[config.mk]
export PLATFORM = sky130hd
export DESIGN_NAME = pe_select_stream
export DESIGN_NICKNAME = d
export VERILOG_FILES = /design/src/rtl/pe_select_stream.sv
export SDC_FILE = /design/constraint.sdc
export NUM_CORES = 2
export LEC_CHECK = 0
export CAP_MARGIN = 10
export CORE_MARGIN = 3
export CORE_UTILIZATION = 59
export CTS_CLUSTER_DIAMETER = 50
export DETAILED_ROUTE_END_ITERATION = 6
export GPL_TIMING_DRIVEN = 0
export PLACE_DENSITY = 0.81
export SLEW_MARGIN = 5
export SYNTH_ARGS = -nofsm -noshare
export SYNTH_HDL_FRONTEND = slang
export SYNTH_SLANG_ARGS = --single-unit
export TNS_END_PERCENT = 50
[constraint.sdc]
create_clock -name clk -period 2 [get_ports clk]
set_input_delay 0.4 -clock clk [delete_from_list [all_inputs] [get_ports clk]]
set_output_delay 0.4 -clock clk [all_outputs]
set_load 0.01 [all_outputs]
[src/rtl/pe_select_stream.sv]
// pe_select_stream: streaming per-site substitution-row selector.
// Each accepted word carries N_SITES 2-bit nucleotide codes and a gap mask.
// Each site is mapped to one row of a double-buffered 4-row probability matrix.
// The selected word is queued in a 2-entry output FIFO with valid/ready handshakes.
module pe_select_stream #(
   parameter int                N_SITES = 16,
   parameter int                ROW_W   = 40,
   parameter logic [ROW_W-1:0]  GAP_ROW = {ROW_W{1'b1}}
) (
   input  logic                       clk,
   input  logic                       reset_n,
   input  logic                       mat_wr_en,
   input  logic [1:0]                 mat_wr_row,
   input  logic [ROW_W-1:0]           mat_wr_data,
   input  logic                       mat_swap,
   input  logic                       in_valid,
   output logic                       in_ready,
   input  logic [2*N_SITES-1:0]       in_nucl,
   input  logic [N_SITES-1:0]         in_gap,
   input  logic                       in_last,
   output logic                       out_valid,
   input  logic                       out_ready,
   output logic [N_SITES*ROW_W-1:0]   out_rows,
   output logic                       out_last,
   output logic [15:0]                word_count
);

   // Matrix banks: shadow is written by the loader, active feeds selection.
   logic [ROW_W-1:0]          r_shadow [4];
   logic [ROW_W-1:0]          r_active [4];
   logic [ROW_W-1:0]          w_shadow_nx [4];

   // Output FIFO storage and pointers.
   logic [N_SITES*ROW_W-1:0]  r_fifo_rows [2];
   logic                      r_fifo_last [2];
   logic                      r_wr_ptr;
   logic                      r_rd_ptr;
   logic [1:0]                r_count;
   logic [15:0]               r_word_count;

   logic                      w_in_ready;
   logic                      w_out_valid;
   logic                      w_accept;
   logic                      w_pop;
   logic [N_SITES*ROW_W-1:0]  w_sel_rows;

   // Handshake decode from registered FIFO occupancy only.
   assign w_in_ready  = (r_count != 2'd2);
   assign w_out_valid = (r_count != 2'd0);
   assign w_accept    = in_valid && w_in_ready;
   assign w_pop       = w_out_valid && out_ready;

   assign in_ready    = w_in_ready;
   assign out_valid   = w_out_valid;
   assign out_rows    = r_fifo_rows[r_rd_ptr];
   assign out_last    = r_fifo_last[r_rd_ptr];
   assign word_count  = r_word_count;

   // Per-site row selection from the currently active matrix (gap overrides code).
   always_comb begin
      w_sel_rows = '0;
      for (int i = 0; i < N_SITES; i++) begin
         if (in_gap[i]) begin
            w_sel_rows[i*ROW_W +: ROW_W] = GAP_ROW;
         end else begin
            w_sel_rows[i*ROW_W +: ROW_W] = r_active[in_nucl[2*i +: 2]];
         end
      end
   end

   // Shadow contents after this cycle's write, so a same-cycle swap picks up the new row.
   always_comb begin
      for (int r = 0; r < 4; r++) begin
         w_shadow_nx[r] = r_shadow[r];
      end
      if (mat_wr_en) begin
         w_shadow_nx[mat_wr_row] = mat_wr_data;
      end
   end

   // Matrix banks: load shadow rows, copy to active on swap.
   always_ff @(posedge clk or negedge reset_n) begin
      if (!reset_n) begin
         for (int r = 0; r < 4; r++) begin
            r_shadow[r] <= '0;
            r_active[r] <= '0;
         end
      end else begin
         for (int r = 0; r < 4; r++) begin
            r_shadow[r] <= w_shadow_nx[r];
            if (mat_swap) begin
               r_active[r] <= w_shadow_nx[r];
            end
         end
      end
   end

   // Output FIFO: push the selected word on accept, advance the head on pop.
   always_ff @(posedge clk or negedge reset_n) begin
      if (!reset_n) begin
         for (int e = 0; e < 2; e++) begin
            r_fifo_rows[e] <= '0;
            r_fifo_last[e] <= 1'b0;
         end
         r_wr_ptr <= 1'b0;
         r_rd_ptr <= 1'b0;
         r_count  <= 2'd0;
      end else begin
         if (w_accept) begin
            r_fifo_rows[r_wr_ptr] <= w_sel_rows;
            r_fifo_last[r_wr_ptr] <= in_last;
            r_wr_ptr              <= ~r_wr_ptr;
         end
         if (w_pop) begin
            r_rd_ptr <= ~r_rd_ptr;
         end
         case ({w_accept, w_pop})
            2'b10:   r_count <= r_count + 2'd1;
            2'b01:   r_count <= r_count - 2'd1;
            default: r_count <= r_count;
         endcase
      end
   end

   // Words accepted in the current alignment block; cleared by a last word, saturating.
   always_ff @(posedge clk or negedge reset_n) begin
      if (!reset_n) begin
         r_word_count <= 16'd0;
      end else if (w_accept) begin
         if (in_last) begin
            r_word_count <= 16'd0;
         end else if (r_word_count != 16'hFFFF) begin
            r_word_count <= r_word_count + 16'd1;
         end
      end
   end

endmodule

* After elaboration in Yosys (flattened, before gate mapping)
Index checks and enable logic that the tools add are counted.
** Storage, ports and cells
- Register bits after elaboration :: 1622
- Bits in latches :: 0
- Memory bits (writable) :: 0
- ROM bits :: 0
- Input bits :: 97
- Output and inout bits :: 659
- Word-level logic and storage cells :: 156
- Memories :: 0
** Operators by class
- Add/subtract/negate cells :: 3
- $mul :: 0
- Div/mod/pow operators :: 0
- Magnitude comparators :: 21
- Equality and inequality tests :: 4
- Shift operators :: 0
- Mux-type cells :: 83
- Bitwise gates (word level) :: 21
- Reduce and logical (&&, ||, !) cells :: 8
** Operators with widths (count)
- two-way mux 640 bit :: 4
- two-way mux 40 bit :: 49
- binary-select mux 40 bit (select 2 bit) :: 16
- bitwise mux 1280 bit :: 1
- demux 640 bit (select 1 bit) :: 1
- bitwise mux 160 bit :: 1
- two-way mux 160 bit :: 1
- demux 40 bit (select 2 bit) :: 1
- >= comparator 3 bit, second input constant :: 17
- inverter 2 -> 3 bit :: 17
- two-way mux 16 bit :: 2
- adder 16 x 1 -> 16 bit, second input constant :: 1
- != test 16 bit, second input constant :: 1
- nonzero test 2 bit :: 3
- >= comparator 2 bit, second input constant :: 2
- logical AND 1 bit :: 4
- two-way mux 1 bit :: 4
- inverter 1 -> 2 bit :: 2
- one-hot mux 2 bit (2 select lines) :: 1
- < comparator 3 x 1 -> 1 bit, second input constant :: 1
- adder 2 x 1 -> 2 bit, second input constant :: 1
- bitwise mux 2 bit :: 1
- == test 2 x 1 -> 1 bit, second input constant :: 1
- == test 2 bit, second input constant :: 1
- other kinds (6) :: 7

* Logic depth before layout (Yosys ltp)
- Word-level depth :: 7
- Gate-level depth with buffers :: 10
- Mapped depth without buffers :: 7

* Least setup slack after synthesis
No wires, ideal clock.
- Path type :: register -> output
- From :: register r_rd_ptr
- To :: output out_rows[550]
- Data arrival time :: 1.477 ns
- Path slack :: 0.123 ns
- Cell stages (with the launch flop) :: 5
- Path buffers :: 3
- Path through :: dfrtp_1 > clkbuf_1 > clkbuf_1 > buf_2 > mux2_2
** Between the ends
- Longest elaborated chain between the ends :: 4
** Ends and longest elaborated chain
- start: declaration :: RTL line 37 : logic r_rd_ptr;
- start signal: assignment :: RTL line 115 : r_rd_ptr <= ~r_rd_ptr;
- inverter 1 -> 2 bit (not written as such) :: RTL line 55 : assign out_rows = r_fifo_rows[r_rd_ptr];
- two-way mux 640 bit (not written as such) (3 in series) :: RTL line 55
- end: declaration :: RTL line 23 : output logic [N_SITES*ROW_W-1:0] out_rows,
Every way passes these cells. The select of a mux whose other input is x is not followed.

* Final worst setup path
- From :: register r_rd_ptr
- To :: output out_rows[576]
Same word-level chain as after synthesis.

==> reports/metrics.csv <==
metric,value,unit
mostFrequentLayoutCells,"nor2_1, dfrtp_1, mux2_2",
worst_slack,-1220,ps
drt_first_pass_iters,7,
endpoint_kind,primary output,
final_area,104000,um2
clock-sinks,1622,
drv_slew,0,
clk_path_buf_depth,3,
place_area,95800,um2
io_buffers,706,
worstPathMaxFanout,10,
hold_path.class,primary input to asynchronous set/reset pin,
grt_pass1_wl,463000,um
fin_crit,3220,ps
antenna_found_initial,50,
p_leak,39.8,nW
grt_max_degree,178,
preCtsSetupSlack,-2150,ps
syn_to_final_growth,20.5,%
num_vias,69553,
synth_area,86100,um2
syn_nets,7381,
clock_skew,39.4,ps
fillers,9866,
yosysSeqAreaShare,47.2,%
cts_buffers,180,
die_h,388,um
multi_input_area,41700,um2
clk_latency,820,ps
async_flop_share,100,%
status,"finished, violations left",
vias_per_cell,6.74,
drive_above_1_share,34.9,%
synthDistinctLibCells,51,
die_w,388,um
clk_pin_slew,60,ps
crit_required,1600,ps
ys.flop_type,dfrtp_1,
hold_viol,121,
max_slew_margin,23.0,%
yosysTopAreaCellShare,47.2,%
setup_viol,1944,
critPathKind,flop to primary output,
ff_latch_area,40600,um2
synth_edf_count,0,
synth_top_area_cell,dfrtp_1,
syn_area_per_cell,11.8,um2
worstPathArrival,2820,ps
wl_per_cell,31.4,um
postSynthCellCount,7282,
ios,756,
drc,6,
ir_drop,1.36,mV
powerDensity,1670,nW/um2
nets,8316,
die_area,150000,um2
cts_tree,done,
rsz0062_at_grt,true,
grtUsageTotal,42.0,%
grt_pass1_vias,69088,
coreArea,144000,um2
failed_checks,"design-rule violations, negative hold slack, negative setup slack",
max_cap_viol_count,0,
hpwl,236000,um
startpoint_type,flop,
start_util,59.7,%
gp_congestion,1.01,
synth_warnings,0,
synth.area.top_cells,"dfrtp_1, mux4_2, mux2_2",
synth-seq-cells,1622,
final_common_cell,nor2_1,
htreeDepth,4,
worst_pin_slew,1150,ps
globalRoute.totalOverflow,0,
post-route-period-util,161,%
first_iter_violations,9601,
cts_root_buf,clkbuf_16,
drt_wl_total,324000,um
ant_nets,0,
rows,139,
max_freq,311,MHz
whs,-500,ps
-- path summary, 6_finish.rpt --
path / startpoint / end / slack (ps) / cells past startpoint
worst min register to register: r_count[1] / r_count[1] / 490 / 1
max in group asynchronous: reset_n / r_fifo_rows[1131] / 340 / 5
worst min-delay path: reset_n / r_fifo_rows[193] / -500 / 1
worst max-delay path: r_rd_ptr / out_rows[576] / -1220 / 5
worst max register to register: r_count[1] / r_fifo_rows[1258] / -790 / 7
min in group clk: in_gap[11] / r_fifo_rows[464] / 80 / 3
-- repair_timing --
action / in CTS / in global routing
endpoints found under the setup margin: 2015 / 2319
buffers inserted: 3 / 24
gates resized for setup: 266 / 372
cloned: 0 / 10
hold endpoints to repair: 110 / 110
-- synthesized netlist by cell type (2+ instances only) --
library cell,number
nor2_1,1926
dfrtp_1,1622
mux2_2,964
a21oi_1,788
mux4_2,640
a21oi_2,498
clkbuf_1,381
buf_2,248
buf_6,112
buf_4,12
buf_1,9
o2bb2ai_1,7
nand3_1,6
nor3_1,6
nor4_1,6
inv_1,4
mux2i_1,4
a211o_1,3
nand4_1,3
xnor2_1,3
a31o_2,2
ha_1,2
inv_2,2
nand2b_1,2
nand3b_1,2
nor3b_1,2
or2_2,2
or3_1,2
xor2_1,2
-- cell families (layout without fill, tap and decap cells) --
| kind of cell | after synthesis | after routing | synth area share, % |
|---|---|---|---|
| other | 0 | 45 | 0 |
| and+or+nand+nor | 1969 | 1969 | 8.72 |
| buffers and inverters | 769 | 1855 | 4.76 |
| xor gates and xnor gates | 5 | 5 | 0.0509 |
| AOI/OAI and AO/OA | 1306 | 1306 | 9.85 |
| muxes | 1609 | 1609 | 29.4 |
| adders and majority gates | 2 | 2 | 0.0291 |
| DFF | 1622 | 1622 | 47.2 |
-- sequential cells by signal, summed over array words and instances, names as in the netlist --
register,count
r_shadow,160
r_rd_ptr,1
word_count,16
r_fifo_last,2
r_wr_ptr,1
r_fifo_rows,1280
r_active,160
r_count,2
-- metal layers --
layer	track usage [%]	vias up	part of all wire, %
met1	53.8	35212	34
met3	14.1	1138	14
met4	25.8	24	7.6
li1	-	27732	-
met5	0.0638	-	0.067
met2	62.2	5447	44
-- worst max-delay path, stage by stage, from the launching register on --
cell and delay (ps):
dfrtp_2 440, clkbuf_16 220, buf_6 210, buf_8 190, mux2_2 390, clkdlybuf4s50_1 490
-- area by class of cell --
type,count,area share [%]
Antenna cell,45,0.109
Buffer,763,4.58
Clock buffer,251,5.00
Clock inverter,82,0.946
Inverter,6,0.0217
Multi-Input combinational cell,4891,40.2
Sequential cell,1622,39.2
Tap cell,1903,2.30
Timing Repair Buffer,753,7.65
-- power breakdown --
group	total, mW	switching (mW)	leakage, nW	internal [mW]
Clock	34.6	14.4	3.03	20.2
Combinational	85.2	45.9	19.8	39.3
Sequential	53.5	8.60	17.0	44.9
Total	173	68.9	39.8	104
-- stage by stage --
stage / hold WS [ps] / total power, mW / util, % / std cells / setup TNS [ps]
after floorplan: 104 / 95.6 / - / 7282 / 0
after global placement: 470 / 132 / 66.2 / 9891 / -
after detailed placement: 367 / 133 / 66.4 / 9901 / -2489010
after CTS: -483 / 170 / 71.1 / 10237 / -1266810
after global routing: -450 / 179 / 71.9 / 10288 / -1126740
final: -500 / 173 / 71.9 / 10316 / -1109540
(Power assumes the default switching activity.)
